File: src/rtl/apb2wb_bridge.sv
// APB completer to Wishbone classic master bridge.
// One Wishbone single cycle per APB transfer, optional timeout.
module apb2wb_bridge #(
  parameter int DATA_WIDTH     = 32,
  parameter int ADDR_WIDTH     = 32,
  parameter int TIMEOUT_CYCLES = 255
) (
  input  logic                    clk_i,
  input  logic                    rst_i,
  input  logic [ADDR_WIDTH-1:0]   PADDR,
  input  logic                    PSEL,
  input  logic                    PENABLE,
  input  logic                    PWRITE,
  input  logic [DATA_WIDTH-1:0]   PWDATA,
  output logic                    PREADY,
  output logic [DATA_WIDTH-1:0]   PRDATA,
  output logic                    PSLVERR,
  output logic [ADDR_WIDTH-1:0]   wb_adr_o,
  output logic [DATA_WIDTH-1:0]   wb_dat_o,
  output logic                    wb_we_o,
  output logic [DATA_WIDTH/8-1:0] wb_sel_o,
  output logic                    wb_cyc_o,
  output logic                    wb_stb_o,
  input  logic [DATA_WIDTH-1:0]   wb_dat_i,
  input  logic                    wb_ack_i,
  input  logic                    wb_err_i
);

  localparam int CW =
    (TIMEOUT_CYCLES > 1) ? $clog2(TIMEOUT_CYCLES) : 1;
  localparam int TO_L =
    (TIMEOUT_CYCLES > 0) ? TIMEOUT_CYCLES - 1 : 0;
  localparam logic [CW-1:0] TO_LAST = CW'(TO_L);
  localparam bit TO_EN = (TIMEOUT_CYCLES != 0);

  typedef enum logic [1:0] {
    IDLE,
    WB_REQ,
    RESP
  } state_t;

  state_t                state_q, state_n;
  logic [CW-1:0]         cnt_q, cnt_n;
  logic                  err_q, err_n;
  logic [DATA_WIDTH-1:0] rdata_q, rdata_n;
  logic [ADDR_WIDTH-1:0] adr_q, adr_n;
  logic [DATA_WIDTH-1:0] dat_q, dat_n;
  logic                  we_q, we_n;
  logic                  apb_done;

  // State and captured transfer registers.
  always_ff @(posedge clk_i) begin
    if (rst_i) begin
      state_q <= IDLE;
      cnt_q   <= '0;
      err_q   <= 1'b0;
      rdata_q <= '0;
      adr_q   <= '0;
      dat_q   <= '0;
      we_q    <= 1'b0;
    end else begin
      state_q <= state_n;
      cnt_q   <= cnt_n;
      err_q   <= err_n;
      rdata_q <= rdata_n;
      adr_q   <= adr_n;
      dat_q   <= dat_n;
      we_q    <= we_n;
    end
  end

  assign apb_done = (state_q == RESP) & PSEL & PENABLE;

  // Next-state, capture and Wishbone response handling.
  always_comb begin
    state_n = state_q;
    cnt_n   = cnt_q;
    err_n   = err_q;
    rdata_n = rdata_q;
    adr_n   = adr_q;
    dat_n   = dat_q;
    we_n    = we_q;
    unique case (state_q)
      IDLE: begin
        if (PSEL) begin
          adr_n   = PADDR;
          dat_n   = PWDATA;
          we_n    = PWRITE;
          cnt_n   = '0;
          state_n = WB_REQ;
        end
      end
      WB_REQ: begin
        if (wb_err_i) begin
          err_n   = 1'b1;
          rdata_n = '0;
          state_n = RESP;
        end else if (wb_ack_i) begin
          err_n   = 1'b0;
          rdata_n = we_q ? '0 : wb_dat_i;
          state_n = RESP;
        end else if (TO_EN && cnt_q == TO_LAST) begin
          err_n   = 1'b1;
          rdata_n = '0;
          state_n = RESP;
        end else if (cnt_q != '1) begin
          cnt_n = cnt_q + 1'b1;
        end
      end
      RESP: begin
        if (apb_done || !PSEL) begin
          state_n = IDLE;
        end
      end
      default: state_n = IDLE;
    endcase
  end

  // Bus outputs decoded from registered state.
  always_comb begin
    wb_cyc_o = (state_q == WB_REQ);
    wb_stb_o = wb_cyc_o;
    wb_sel_o = {(DATA_WIDTH/8){wb_cyc_o}};
    wb_adr_o = adr_q;
    wb_dat_o = dat_q;
    wb_we_o  = we_q;
    PREADY   = apb_done;
    PSLVERR  = apb_done & err_q;
    PRDATA   = (apb_done && !PWRITE) ? rdata_q : '0;
  end

endmodule

File: config.mk
export PLATFORM = sky130hd
export DESIGN_NAME = apb2wb_bridge
export DESIGN_NICKNAME = d
export VERILOG_FILES = /design/src/rtl/apb2wb_bridge.sv
export SDC_FILE = /design/constraint.sdc
export NUM_CORES = 1
export LEC_CHECK = 0
export ABC_AREA = 0
export CORE_MARGIN = 8
export CORE_UTILIZATION = 44
export CTS_CLUSTER_SIZE = 10
export DETAILED_ROUTE_END_ITERATION = 8
export PLACE_DENSITY_LB_ADDON = 0.15
export SKIP_LAST_GASP = 1
export SLEW_MARGIN = 0
export SYNTH_ARGS = -nofsm -noshare
export SYNTH_HDL_FRONTEND = slang
export SYNTH_SLANG_ARGS = --single-unit
export TNS_END_PERCENT = 10
File: constraint.sdc
create_clock -name clk_i -period 4.6 [get_ports clk_i]
set_input_delay 0.92 -clock clk_i [delete_from_list [all_inputs] [get_ports clk_i]]
set_output_delay 0.92 -clock clk_i [all_outputs]
set_load 0.01 [all_outputs]
Yosys cells after proc, flatten, opt, wreduce, memory -nomap -nowiden
Index checks and enable logic that the tools add are counted.

word-level totals
  register bits after elaboration = 108
  bits in latches = 0
  memory bits (writable) = 0
  memory bits (read-only) = 0
  input port bits = 103
  word-level logic and storage cells = 53
  memories kept = 0

operators by class
  add/sub/neg operators = 1
  multiply operators = 0
  div/mod/pow operators = 0
  $lt $le $gt $ge = 0
  eq/ne operators = 11
  shift operators = 0
  multiplexer cells = 20
  bitwise logic cells = 3
  reductions and logical operators = 11

operators with widths
  cell                                                                   number
  32-bit two-way mux                                                     5
  8-bit two-way mux                                                      5
  8-bit case mux with 2 select lines                                     1
  2-bit two-way mux                                                      5
  8-bit by 1-bit adder with 8-bit output, second input constant          1
  8-bit equality test, second input constant                             1
  2-bit != test, second input constant                                   4
  8-bit != test, second input constant                                   1
  2-bit case mux with 3 select lines                                     1
  6-bit AND reduction                                                    1
  2-bit by 1-bit != test with 1-bit output, second input constant        2
  4-bit by 1-bit != test with 1-bit output, second input constant        1
  2-bit AND reduction                                                    2
  1-bit AND                                                              3
  1-bit two-way mux                                                      3
  3-bit AND reduction                                                    1
  3-bit nonzero test                                                     1
  2-bit by 1-bit equality test with 1-bit output, second input constant  1
  2-bit equality test, second input constant                             1
  1-bit logical NOT                                                      2
  2-bit logical NOT                                                      1
  2-bit nonzero test                                                     1
  1-bit logical AND                                                      1
  1-bit logical OR                                                       1

Depth between registers and ports, before layout
  depth after elaboration = 6
  mapped depth = 7
  gate-level depth less buffers = 6

Least setup slack after synthesis
OpenSTA, ideal clock, no wires.

  path kind = in2out
  from = input port PSEL
  to = output port PRDATA[10]
  data arrival time = 1.996 ns
  data required time = 3.680 ns
  setup slack = 1.684 ns
  stages = 5
  buffers on the path = 1
  cells stage by stage = nor2b_1 > and3_1 > nor2b_1 > clkbuf_1 > and2_1

on the way
  cells in the longest elaborated chain, start to end = 4

RTL lines
  what                     RTL line  text
  start, declared          11        input logic PSEL,
  1-bit AND (2 in series)  72        assign apb_done = (state_q == RESP) & PSEL & PENABLE;
  net PREADY               15        output logic PREADY,
  1-bit logical AND        129       PRDATA = (apb_done && !PWRITE) ? rdata_q : '0;
  32-bit two-way mux       129
  end, declared            16        output logic [DATA_WIDTH-1:0] PRDATA,

The timed path passes the listed nets, and every way through them passes these cells.

Worst setup path after layout
  from = input port PSEL
  to = output port PRDATA[26]

on the way
  cells in the longest elaborated chain, start to end = 4

RTL lines
  what                     RTL line
  1-bit AND (2 in series)  72
  1-bit logical AND        129
  32-bit two-way mux       129

No other way between the ends.

==> flow_metrics.py <==
metrics = {
    "outcome": {
        "outcome": "complete, no violations",
    },
    "final_layout": {
        "antenna_cells": 0,
        "nNetsFinal": 821,
        "ff_latch_area_um2": 2160,
        "finalCoreUtilization": 0.698,
        "nFillCells": 817,
        "drive_above_1_share": 0.0374,
        "area.growth.synth_to_final_pct": 53.2,
        "final_cells": 850,
        "multi_input_area_um2": 1860,
    },
    "synthesis": {
        "yosys.cell_types.count": 28,
        "synthesis.area_um2": 4230,
        "synth_most_common_cell": "nand2_1",
        "synth-edff-count": 0,
        "ys_top_cells_by_area": "dfxtp_1, nand2_1, a21oi_1",
        "yosysSeqAreaShare": 0.511,
        "synthArstFlopShare": 0,
        "ys.flop_type": "dfxtp_1",
        "synth_fp_nets": 644,
        "yosysTopAreaCell": "dfxtp_1",
        "synth_common_cells": "nand2_1, dfxtp_1, a21oi_1",
        "syn_inst": 539,
        "synth_warnings": 0,
        "synth.avg_cell_area_um2": 7.85,
        "ys_ff_latch": 108,
        "synth_top_area_frac": 0.511,
    },
    "sta": {
        "setup_tns_ns": 0,
        "post-route-period-util": 0.844,
        "finalHoldViolCount": 0,
        "max_freq_mhz": 258,
        "min_period_ns": 3.88,
        "worst_pin_slew_ns": 1.09,
        "setup_viol": 0,
        "slew_headroom": 0.273,
        "skew_ns": 0.0108,
        "hold-worst-slack_ns": 0.458,
        "slew_violations": 0,
        "rsz0062_at_grt": "no",
    },
    "min_path": {
        "hold_start": "wb_adr_o[31]$_SDFFE_PP0P_",
        "holdCritPathClass": "reg -> reg",
    },
    "clock_tree": {
        "cts_tree": "built",
        "clkTransAtPathRegs_ns": 0.10,
        "cts.repair.resized": 0,
        "clock_latency_ns": 0.36,
        "root_buffer": "clkbuf_8",
        "postCtsHoldBufs": 0,
        "post_cts_buffers": 0,
        "cts_max_level": 3,
        "cts_sinks": 108,
        "cts_buffers": 9,
        "cts_buffer_depth": 2,
    },
    "drt": {
        "ant_nets": 0,
        "route.detailed.drc": 0,
        "drt_iter0_markers": 263,
        "num_vias": 4225,
        "drtPass1Iterations": 4,
        "route.final.wire_length_um": 13300,
        "routedWlPerCell_um": 15.6,
        "viasPerCell": 4.97,
    },
    "floorplan": {
        "start_util": 0.456,
        "core_um2": 9280,
        "fp-row-count": 35,
        "ios": 208,
        "die_w_um": 114,
        "die_h_um": 114,
        "dieArea_um2": 13000,
    },
    "worst_setup_path": {
        "critPathLaunchType": "input port",
        "critPathKind": "in -> out",
        "r2r_setup_slack_ns": 2.33,
        "crit_fanout": 32,
        "required_ns": 3.68,
        "startpoint": "PSEL",
        "critical_path_arrival_ns": 2.96,
        "r2r_start": "state_q[1]$_SDFFE_PP0P_",
        "crit_path_end_kind": "primary output",
    },
    "placement": {
        "dpl.hpwl_um": 9770,
        "dp.cells": 834,
        "routabilityCongestion": 0.744,
        "io_buffers": 207,
    },
    "power_and_ir_drop": {
        "power.total_mw": 1.88,
        "p_sw_mw": 0.501,
        "power_frac_comb": 0.174,
        "clkPwrFrac": 0.290,
        "p_int_mw": 1.38,
        "swShare": 0.267,
        "power_density_nw_per_um2": 289,
        "ir_drop_mv": 0.190,
        "p_leak_nw": 2.30,
        "pwr-share-seq": 0.535,
    },
    "job": {
        "cap_violations": 0,
    },
    "global_routing": {
        "grt_use_total": 0.200,
        "grt_max_degree": 109,
        "grt_antenna_before_repair": 0,
        "grt_pass1_vias": 4184,
        "grt_pass1_wl_um": 21000,
        "gr-total-overflow": 0,
    },
}
final timing paths:
kind	cells after the start	endpoint
min	2	wb_adr_o[31]$_SDFFE_PP0P_
max reg2reg	4	rdata_q[17]$_SDFFE_PP0P_
min reg2reg	2	wb_adr_o[31]$_SDFFE_PP0P_
max	7	PRDATA[26]
routing by layer:
layer | part of all wire | up-vias | global-route usage
met5 | 0 | - | 0
met4 | 0.0093 | 0 | 0.0488
met1 | 0.39 | 1959 | 0.217
met2 | 0.50 | 137 | 0.346
met3 | 0.099 | 8 | 0.0907
li1 | - | 2121 | -
registers in the layout, summed over array words and instances (netlist names):
name      flops
wb_adr_o     32
err_q         1
wb_dat_o     32
rdata_q      32
wb_we_o       1
cnt_q         8
state_q       2
layout make-up:
| class | instances | area share |
|---|---|---|
| Timing Repair Buffer | 212 | 0.325 |
| Multi-Input combinational cell | 382 | 0.286 |
| Clock inverter | 6 | 0.00753 |
| Clock buffer | 10 | 0.0212 |
| Sequential cell | 108 | 0.333 |
| Inverter | 3 | 0.00174 |
| Tap cell | 129 | 0.0249 |
kinds of logic after synthesis:
logic type      share of synthesized area
simple gates                        0.250
fa+ha+maj                         0.00591
compound gates                      0.180
flops                               0.511
buf+inv                            0.0529
power by group through the flow:
stage | Sequential (mW) | Clock [mW] | Combinational, mW
floorplan | 1.04 | 0 | 0.117
global placement | 1.02 | 0 | 0.324
detailed placement | 1.03 | 0 | 0.330
CTS | 1.00 | 0.559 | 0.332
global route | 1.01 | 0.602 | 0.357
finish | 1.00 | 0.545 | 0.327
critical path, stage by stage:
cell and delay (ns):
clkdlybuf4s50_1 0.45, nor2b_1 0.26, and3_1 0.23, nor2b_1 0.13, buf_4 0.26, and2_1 0.17, clkdlybuf4s50_1 0.54
placed cells by master (no fill, tap or decap), types with 3 or more instances in the layout:
master and instances:
nor2_1 4, clkbuf_8 10, a21oi_1 103, a31oi_1 4, nand2_1 164, o21ai_0 33
nand3_1 11, dfxtp_1 108, or3_1 3, clkdlybuf4s50_1 206, and3_1 3, buf_4 6
nor3_1 3, and2_1 33, inv_1 3
per-stage QoR:
stage               worst slack [ns]  cell area, µm²
floorplan                       1.68            4230
global placement               0.761            6300
detailed placement             0.700            6300
CTS                            0.695            6480
global route                   0.490            6480
finish                         0.717            6480
(Power assumes the default switching activity.)
